$ cat src/rtl/operand_recover_pkg.sv
// Shared encodings and widths for the operand recovery path.
package operand_recover_pkg;

  localparam int OP_W  = 8;
  localparam int RES_W = 9;

  typedef enum logic [1:0] {
    SEL_A    = 2'b00,
    SEL_B    = 2'b01,
    SEL_SUM  = 2'b10,
    SEL_DIFF = 2'b11
  } sel_e;

  typedef enum logic [1:0] {
    ERR_NONE    = 2'b00,
    ERR_PARITY  = 2'b01,
    ERR_RANGE   = 2'b10,
    ERR_TIMEOUT = 2'b11
  } err_e;

  // A 10-bit signed value fits an 8-bit signed operand when its top three
  // bits are all equal (pure sign extension).
  function automatic logic fits_op(input logic [RES_W:0] v);
    return (v[RES_W:OP_W-1] == '0) || (v[RES_W:OP_W-1] == '1);
  endfunction

endpackage

$ cat src/rtl/operand_recover_solver.sv
// Combinational solve of (a+b, a-b) back into (a, b) with legality flags.
module operand_solver
  import operand_recover_pkg::*;
(
  input  logic [RES_W-1:0] s,
  input  logic [RES_W-1:0] d,
  output logic [OP_W-1:0]  a,
  output logic [OP_W-1:0]  b,
  output logic             parity_ok,
  output logic             range_ok
);

  logic signed [RES_W:0] sum_w;
  logic signed [RES_W:0] diff_w;
  logic signed [RES_W:0] a_w;
  logic signed [RES_W:0] b_w;

  // Widen by one bit so s+d and s-d never overflow, then halve.
  always_comb begin
    sum_w     = $signed({s[RES_W-1], s}) + $signed({d[RES_W-1], d});
    diff_w    = $signed({s[RES_W-1], s}) - $signed({d[RES_W-1], d});
    a_w       = sum_w >>> 1;
    b_w       = diff_w >>> 1;
    a         = a_w[OP_W-1:0];
    b         = b_w[OP_W-1:0];
    // a+b and a-b always share their LSB; a mismatch means a corrupted word.
    parity_ok = (s[0] == d[0]);
    range_ok  = fits_op(a_w) && fits_op(b_w);
  end

endmodule

$ cat src/rtl/operand_recover.sv
// Rebuilds (a, b) operand pairs from a tagged stream of direct and
// sum/difference result words, with duplicate, parity, range and
// stale-pair timeout reporting.
module operand_recover
  import operand_recover_pkg::*;
#(
  parameter int TIMEOUT = 16
)
(
  input  logic             clk,
  input  logic             rst_n,
  input  logic             in_valid,
  input  logic [1:0]       select,
  input  logic [RES_W-1:0] c,
  output logic             out_valid,
  output logic [OP_W-1:0]  a_out,
  output logic [OP_W-1:0]  b_out,
  output logic             src,
  output logic             err_valid,
  output logic [1:0]       err_code,
  output logic             dup
);

  localparam int CNT_W = (TIMEOUT > 0) ? $clog2(TIMEOUT + 1) : 1;
  localparam logic [CNT_W-1:0] CNT_LAST = CNT_W'((TIMEOUT > 0) ? (TIMEOUT - 1) : 0);

  // Slot storage
  logic [OP_W-1:0]  a_val;
  logic [OP_W-1:0]  b_val;
  logic [RES_W-1:0] s_val;
  logic [RES_W-1:0] d_val;
  logic             a_full;
  logic             b_full;
  logic             s_full;
  logic             d_full;
  logic [CNT_W-1:0] cnt;

  // Decode of the incoming word
  sel_e             sel_w;
  logic             wr_a;
  logic             wr_b;
  logic             wr_s;
  logic             wr_d;
  logic             direct_done;
  logic             derived_done;
  logic             dup_hit;
  logic             any_full;
  logic             idle_tick;
  logic             expire;
  logic [OP_W-1:0]  pair_a;
  logic [OP_W-1:0]  pair_b;
  logic [RES_W-1:0] solve_s;
  logic [RES_W-1:0] solve_d;
  logic [OP_W-1:0]  solved_a;
  logic [OP_W-1:0]  solved_b;
  logic             parity_ok;
  logic             range_ok;

  assign sel_w = sel_e'(select);

  // Classify the incoming word and look ahead at the slot contents it completes.
  always_comb begin
    wr_a         = in_valid && (sel_w == SEL_A);
    wr_b         = in_valid && (sel_w == SEL_B);
    wr_s         = in_valid && (sel_w == SEL_SUM);
    wr_d         = in_valid && (sel_w == SEL_DIFF);

    direct_done  = (wr_a && b_full) || (wr_b && a_full);
    derived_done = (wr_s && d_full) || (wr_d && s_full);
    dup_hit      = (wr_a && a_full) || (wr_b && b_full) ||
                   (wr_s && s_full) || (wr_d && d_full);

    pair_a       = wr_a ? c[OP_W-1:0] : a_val;
    pair_b       = wr_b ? c[OP_W-1:0] : b_val;
    solve_s      = wr_s ? c : s_val;
    solve_d      = wr_d ? c : d_val;

    any_full     = a_full || b_full || s_full || d_full;
    idle_tick    = !in_valid && any_full;
    expire       = (TIMEOUT > 0) && idle_tick && (cnt == CNT_LAST);
  end

  operand_solver u_solver (
    .s         (solve_s),
    .d         (solve_d),
    .a         (solved_a),
    .b         (solved_b),
    .parity_ok (parity_ok),
    .range_ok  (range_ok)
  );

  // Slot update, pair completion, error reporting and the stale-pair timer.
  always_ff @(posedge clk or negedge rst_n) begin
    if (!rst_n) begin
      a_val     <= '0;
      b_val     <= '0;
      s_val     <= '0;
      d_val     <= '0;
      a_full    <= 1'b0;
      b_full    <= 1'b0;
      s_full    <= 1'b0;
      d_full    <= 1'b0;
      cnt       <= '0;
      out_valid <= 1'b0;
      a_out     <= '0;
      b_out     <= '0;
      src       <= 1'b0;
      err_valid <= 1'b0;
      err_code  <= ERR_NONE;
      dup       <= 1'b0;
    end else begin
      out_valid <= 1'b0;
      err_valid <= 1'b0;
      dup       <= dup_hit;

      if (wr_a) begin
        a_val  <= c[OP_W-1:0];
        a_full <= 1'b1;
      end
      if (wr_b) begin
        b_val  <= c[OP_W-1:0];
        b_full <= 1'b1;
      end
      if (wr_s) begin
        s_val  <= c;
        s_full <= 1'b1;
      end
      if (wr_d) begin
        d_val  <= c;
        d_full <= 1'b1;
      end

      if (direct_done) begin
        a_full    <= 1'b0;
        b_full    <= 1'b0;
        out_valid <= 1'b1;
        src       <= 1'b0;
        a_out     <= pair_a;
        b_out     <= pair_b;
      end

      // The derived slots are released whether or not the solve is legal.
      if (derived_done) begin
        s_full <= 1'b0;
        d_full <= 1'b0;
        if (!parity_ok) begin
          err_valid <= 1'b1;
          err_code  <= ERR_PARITY;
        end else if (!range_ok) begin
          err_valid <= 1'b1;
          err_code  <= ERR_RANGE;
        end else begin
          out_valid <= 1'b1;
          src       <= 1'b1;
          a_out     <= solved_a;
          b_out     <= solved_b;
        end
      end

      // Expiry needs an idle cycle, so it never collides with a completion.
      if (in_valid || !any_full) begin
        cnt <= '0;
      end else if (expire) begin
        a_full    <= 1'b0;
        b_full    <= 1'b0;
        s_full    <= 1'b0;
        d_full    <= 1'b0;
        cnt       <= '0;
        err_valid <= 1'b1;
        err_code  <= ERR_TIMEOUT;
      end else if (TIMEOUT > 0) begin
        cnt <= cnt + CNT_W'(1);
      end
    end
  end

endmodule
$ cat config.mk
export PLATFORM = sky130hd
export DESIGN_NAME = operand_recover
export DESIGN_NICKNAME = d
export VERILOG_FILES = /design/src/rtl/operand_recover_pkg.sv /design/src/rtl/operand_recover_solver.sv /design/src/rtl/operand_recover.sv
export SDC_FILE = /design/constraint.sdc
export NUM_CORES = 1
export LEC_CHECK = 0
export BUFFER_PORTS_ARGS = -buffer_cell sky130_fd_sc_hd__buf_2
export CORE_UTILIZATION = 35
export DETAILED_ROUTE_END_ITERATION = 12
export SETUP_SLACK_MARGIN = 0.4
export SYNTH_ARGS = -nofsm -noshare
export SYNTH_HDL_FRONTEND = slang
export SYNTH_SLANG_ARGS = --single-unit
$ cat constraint.sdc
create_clock -name clk -period 4.59 [get_ports clk]
set_clock_uncertainty 0.15 [all_clocks]
set_input_delay 0 -clock clk [delete_from_list [all_inputs] [get_ports clk]]
set_output_delay 0 -clock clk [all_outputs]
set_load 0.05 [all_outputs]
# After elaboration in Yosys (flattened, before gate mapping)
# Cells that the tools add are included.
# W data, S select, Z words.
[op_classes] n_addsub=3 n_eq_ne=7 n_mux=48 reduce_logical=31
[ops] operator="$mux W8" n=10
[ops] operator="$mux W1" n=29
[ops] operator="$mux W9" n=2
[ops] operator="$logic_and A1 B1 Y1" n=15
[ops] operator="$logic_or A1 B1 Y1" n=11
[ops] operator="$add A9 B9 Y10" n=1
[ops] operator="$mux W2" n=5
[ops] operator="$mux W5" n=2
[ops] operator="$sub A9 B9 Y10" n=1
[ops] operator="$eq A3 B3 Y1 const B" n=2
[ops] operator="$logic_not A3 Y1" n=2
[ops] operator="$add A5 B1 Y5 const B" n=1
[ops] operator="$eq A5 B4 Y1 const B" n=1
[ops] operator="$eq A2 B2 Y1 const B" n=2
[ops] operator="$eq A2 B1 Y1 const B" n=1
[ops] operator="$logic_not A1 Y1" n=2
[ops] operator="$logic_not A2 Y1" n=1
[ops] operator="$eq A1 B1 Y1" n=1
[totals] ff_bits=65 in_bits=14 out_inout_bits=22 wordCells=105

# Logic depth before layout (Yosys ltp)
[logic_depth] depth_word=12 ltp_mapped=17 mapped_depth_nobuf=12

# Modules after synthesis
# Synthesis repeated with hierarchy kept, for this count alone.
[hier_totals] cells_unflattened=378 hier_area_um2=3991.3
[modules_own_cells] module="operand_recover" n_inst=1 cells_per_inst=270 area_each_um2=3180.6 seq_area_each_um2=1626.6
[modules_own_cells] module="operand_solver" n_inst=1 cells_per_inst=108 area_each_um2=810.8 seq_area_each_um2=0.0

# Worst setup path before layout
# Ideal clock, no wire load.
[synth_timing] path_type="in2reg" startpoint="input select[0]" endpoint="register b_out[4]" setup_time_ns=0.125 t_arrival_ns=3.611 path_slack_ns=0.704 stages=15 n_path_buf=4 cell_sequence="buf_2 -> and3b_1 -> buf_2 -> buf_1 -> mux2i_1 -> inv_1 -> ha_1 -> o21ba_2 -> or4_4 -> a211oi_2 -> o41ai_1 -> and3_4 -> nor4_2 -> buf_6 -> mux2_2"
[synth_between] elab_chain_len=10
[synth_rtl] element="start, declared" line_no="operand_recover.sv:13" text="input logic [1:0] select,"
[synth_rtl] element="$eq A2 B2 Y1 *" line_no="operand_recover.sv:65" text="wr_s = in_valid && (sel_w == SEL_SUM);"
[synth_rtl] element="$logic_and A1 B1 Y1 *" line_no="operand_recover.sv:65"
[synth_rtl] element="$mux W9 *"
[synth_rtl] element="named net solve_s[1]" line_no="operand_recover.sv:52" text="logic [RES_W-1:0] solve_s;"
[synth_rtl] element="$add A9 B9 Y10 or $sub A9 B9 Y10 (tied branches)" line_no="operand_recover_solver.sv:20, operand_recover_solver.sv:21"
[synth_rtl] element="$eq A3 B3 Y1 or $logic_not A3 Y1 (tied branches)" line_no="operand_recover_pkg.sv:24" text="return (v[RES_W:OP_W-1] == '0) || (v[RES_W:OP_W-1] == '1);"
[synth_rtl] element="$logic_or A1 B1 Y1" line_no="operand_recover_pkg.sv:24"
[synth_rtl] element="$logic_and A1 B1 Y1" line_no="operand_recover_solver.sv:28" text="range_ok = fits_op(a_w) && fits_op(b_w);"
[synth_rtl] element="$mux W8 *" line_no="operand_recover.sv:149" text="end else if (!range_ok) begin"
[synth_rtl] element="$mux W8 *" line_no="operand_recover.sv:146" text="if (!parity_ok) begin"
[synth_rtl] element="$mux W8 *" line_no="operand_recover.sv:143" text="if (derived_done) begin"
[synth_rtl] element="end signal, assigned" line_no="operand_recover.sv:139" text="b_out <= pair_b;"
[synth_rtl] element="end signal, assigned" line_no="operand_recover.sv:156" text="b_out <= solved_b;"
[synth_rtl] element="end, declared" line_no="operand_recover.sv:17" text="output logic [OP_W-1:0] b_out,"
# Mark *: on every way through the listed nets, which the timed path passes. The rest lies on a longest branch.

# Final worst setup path
[layout_timing] startpoint="input select[0]" endpoint="register b_out[3]"
[layout_between] elab_chain_len=10
[layout_rtl] element="$eq A2 B2 Y1 *" line_no="operand_recover.sv:65"
[layout_rtl] element="$logic_and A1 B1 Y1 *" line_no="operand_recover.sv:65"
[layout_rtl] element="$mux W9 *"
[layout_rtl] element="named net solve_s[6]" line_no="operand_recover.sv:52"
[layout_rtl] element="$add A9 B9 Y10 or $sub A9 B9 Y10 (tied branches)" line_no="operand_recover_solver.sv:20, operand_recover_solver.sv:21"
[layout_rtl] element="$eq A3 B3 Y1 or $logic_not A3 Y1 (tied branches)" line_no="operand_recover_pkg.sv:24"
[layout_rtl] element="$logic_or A1 B1 Y1" line_no="operand_recover_pkg.sv:24"
[layout_rtl] element="$logic_and A1 B1 Y1 *" line_no="operand_recover_solver.sv:28"
[layout_rtl] element="$mux W8 *" line_no="operand_recover.sv:149"
[layout_rtl] element="$mux W8 *" line_no="operand_recover.sv:146"
[layout_rtl] element="$mux W8 *" line_no="operand_recover.sv:143"
# Marks and branches as above.

==> out/results.ini <==
[timing]
fin_setup_tns_ns=0
slew_headroom=0.451
slew_violations=0
min_period_ns=3.96
fmax_ghz=0.253
hold_viol=0
tightest_slew_ns=0.824
rsz0062_at_grt=no
setup_viol=0
finalCritPeriodShare=0.863

[yosys]
synth-xor-area-share=0.0487
synth-simple-area-share=0.107
synth-seq-area-share=0.452
ys.flop_type=dfrtp_1
synth_edf_count=0
netlist_area_mm2=0.00360
synthArstFlopShare=1.00
yosysWarnings=0
yosys.area.top_type=dfrtp_1
synth-compound-area-share=0.0869
avgSynthCellArea_um2=11.1
synthMuxAreaShare=0.182
ys_types=51
synth_seq_cells=65
synth_top_family_by_area=multiplexers
yosys.area_share.adder=0.0737
synth_area_leaders=dfrtp_1 (45%), mux2i_1 (9.2%), mux2_2 (9.1%), ha_1 (6.3%), xnor2_1 (3.4%)
syn-num-nets=358
synth_top_area_frac=0.452
synth_cells=324

[final_layout]
drive_gt1_frac=0.263
syn_to_final_growth_pct=17.7
fin_util=0.429
final_cells=513
finalNetCount=409
fillers=914
antenna-diode-count=0

[placed_design]
dpl.hpwl_um=5640
place_inst=484
io_buffers=35
gp_congestion=0.820

[clock_tree]
cts_tree=yes
cts_setup_buffers=0
clockBufferDepth=2
numClockSinks=65
numCtsBuffers=9
htree_levels=3
cts_root_buf=clkbuf_8
clk_latency_ns=0.35
clkSlewWorstSetupHoldPaths_ns=0.08

[drt]
firstDrtPassIters=4
wire_per_inst_um=15.1
final_antenna_net_count=0
drt_iter0_drc=122
viasPerCell=4.86
num_vias=2491
drc=0
routed_wl_um=7760

[run]
max_cap_viol_count=0

[floorplan]
coreArea_mm2=0.00986
ios=36
dieWidth_um=103
dieArea_mm2=0.0107
rows=36
start_util=0.365
die_h_um=103

[setup_path]
path_cells=dlygate4sd3_1, buf_2, and3b_2, buf_4, mux2_2, ha_1, inv_1, a22o_1, o41ai_1, a21oi_1, nor4_4, buf_4, mux2i_1
crit_slowest_cell=dlygate4sd3_1
crit_required_ns=4.71
worstRegToRegCells=11
end_kind=register
critPathMaxFanout=11
timing.rr.start=d_val[0]
crit_type=input port to register
critPathArrivalTime_ns=4.08
slowest_delay_ns=0.54
critPathMostFrequentCell=buf_4
r2r_end=b_out[3]
rrSetupSlack_ns=1.05
cp-start-kind=input port

[global_route]
grt_start_max_net_pins=66
grt_pass1_vias=2414
antenna_found_initial=0
grt_first_pass_wirelength_um=12500
track_usage=0.159
grt_overflow_total=0

[status]
outcome=completed

[power_and_ir_drop]
power_w=0.00242
vdd_drop_max_v=0.000212
leakage_nw=1.92
power_density_mw_per_mm2=570

[hold_path]
hold_path.class=input port to asynchronous set/reset pin

-- worst max-delay path, delay by kind of cell --
family | cells | cell delay (ns)
AO/OA/AOI/OAI | 3 | 0.85
AND/OR/NAND/NOR | 2 | 0.78
adder cells (fa/ha/maj) | 1 | 0.46
multiplexers | 2 | 0.58
buffers and inverters | 5 | 1.38
-- how the worst max path moves through the flow --
stage	slack (ns)	cells after the start	endpoint	startpoint
2_1_floorplan	0.70	15	b_out[4]	select[0]
3_3_place_gp	0.77	13	b_out[3]	select[0]
3_5_place_dp	0.64	13	b_out[3]	select[0]
4_1_cts	0.41	14	b_out[3]	select[0]
5_1_grt	0.42	15	a_out[7]	select[0]
6_report	0.63	13	b_out[3]	select[0]
-- synth_stat cells (2+ instances only) --
cell	n
nand2b_1	3
and3b_1	2
a22o_1	2
o41ai_1	2
nor2_1	24
nor3_1	7
dfrtp_1	65
a21o_1	2
clkbuf_1	5
ha_1	18
a21oi_1	11
buf_2	3
buf_1	2
fa_1	2
nand3_1	3
mux2_2	29
o21ai_0	4
nor3b_1	2
o21a_1	2
xnor2_1	14
xor2_1	6
inv_1	19
mux2i_1	33
o31ai_1	3
buf_6	4
nand2_1	31
o21ba_2	2
-- power breakdown --
part           internal (W)  switching (W)  total [W]
Sequential         0.000727      0.0000808   0.000808
Clock              0.000266       0.000228   0.000494
Combinational      0.000386       0.000727    0.00111
Total               0.00138        0.00104    0.00242
-- sequential cells by signal, summed over array words and instances (netlist names), 2 cells and up --
name,flops
a_out,8
a_val,8
b_out,8
b_val,8
cnt,5
d_val,9
err_code,2
s_val,9
-- logic make-up after synthesis --
family | Yosys count
mux | 62
xor+xnor | 20
compound gates | 42
fa+ha+maj | 20
flops | 65
simple gates | 81
buf+inv | 34
-- placed cells by master, fill, tap and decap left out, types with 6 or more instances in the layout --
| master | instances |
|---|---|
| dfrtp_1 | 65 |
| a21oi_1 | 11 |
| nand2_1 | 31 |
| nor3_1 | 7 |
| xor2_1 | 6 |
| clkbuf_8 | 10 |
| ha_1 | 18 |
| dlygate4sd3_1 | 13 |
| buf_2 | 35 |
| xnor2_1 | 14 |
| buf_4 | 7 |
| mux2i_1 | 32 |
| inv_1 | 19 |
| nor2_1 | 24 |
| mux2_2 | 29 |
-- layer usage --
metal / wire length [um] / GRT usage / up-vias
li1: - / - / 1217
met1: 3800 / 0.229 / 1220
met2: 3560 / 0.240 / 44
met3: 288 / 0.0323 / 10
met4: 113 / 0.0488 / 0
met5: 0 / 0 / -
-- stage by stage --
step	area (um2)	hold slack [ns]	setup WS [ns]
after global placement	3900	0.0784	0.774
after floorplan	3600	-0.446	0.704
after detailed placement	3900	0.0846	0.638
final	4240	0.204	0.630
after CTS	4230	0.238	0.407
after global routing	4240	0.317	0.415
-- what timing repair did --
action	in CTS	in global routing
hold endpoints to repair	112	0
gates resized for setup	0	3
hold buffers	13	0
endpoints found under the setup margin	0	19
-- final cells by class --
cell class	instances	area, um2	share of cell area
Timing Repair Buffer	55	358	0.0845
Sequential cell	65	1630	0.384
Clock inverter	6	67.6	0.0159
Inverter	19	71.3	0.0168
Tap cell	133	166	0.0393
Clock buffer	10	138	0.0325
Multi-Input combinational cell	225	1810	0.427
(Power assumes the default switching activity.)
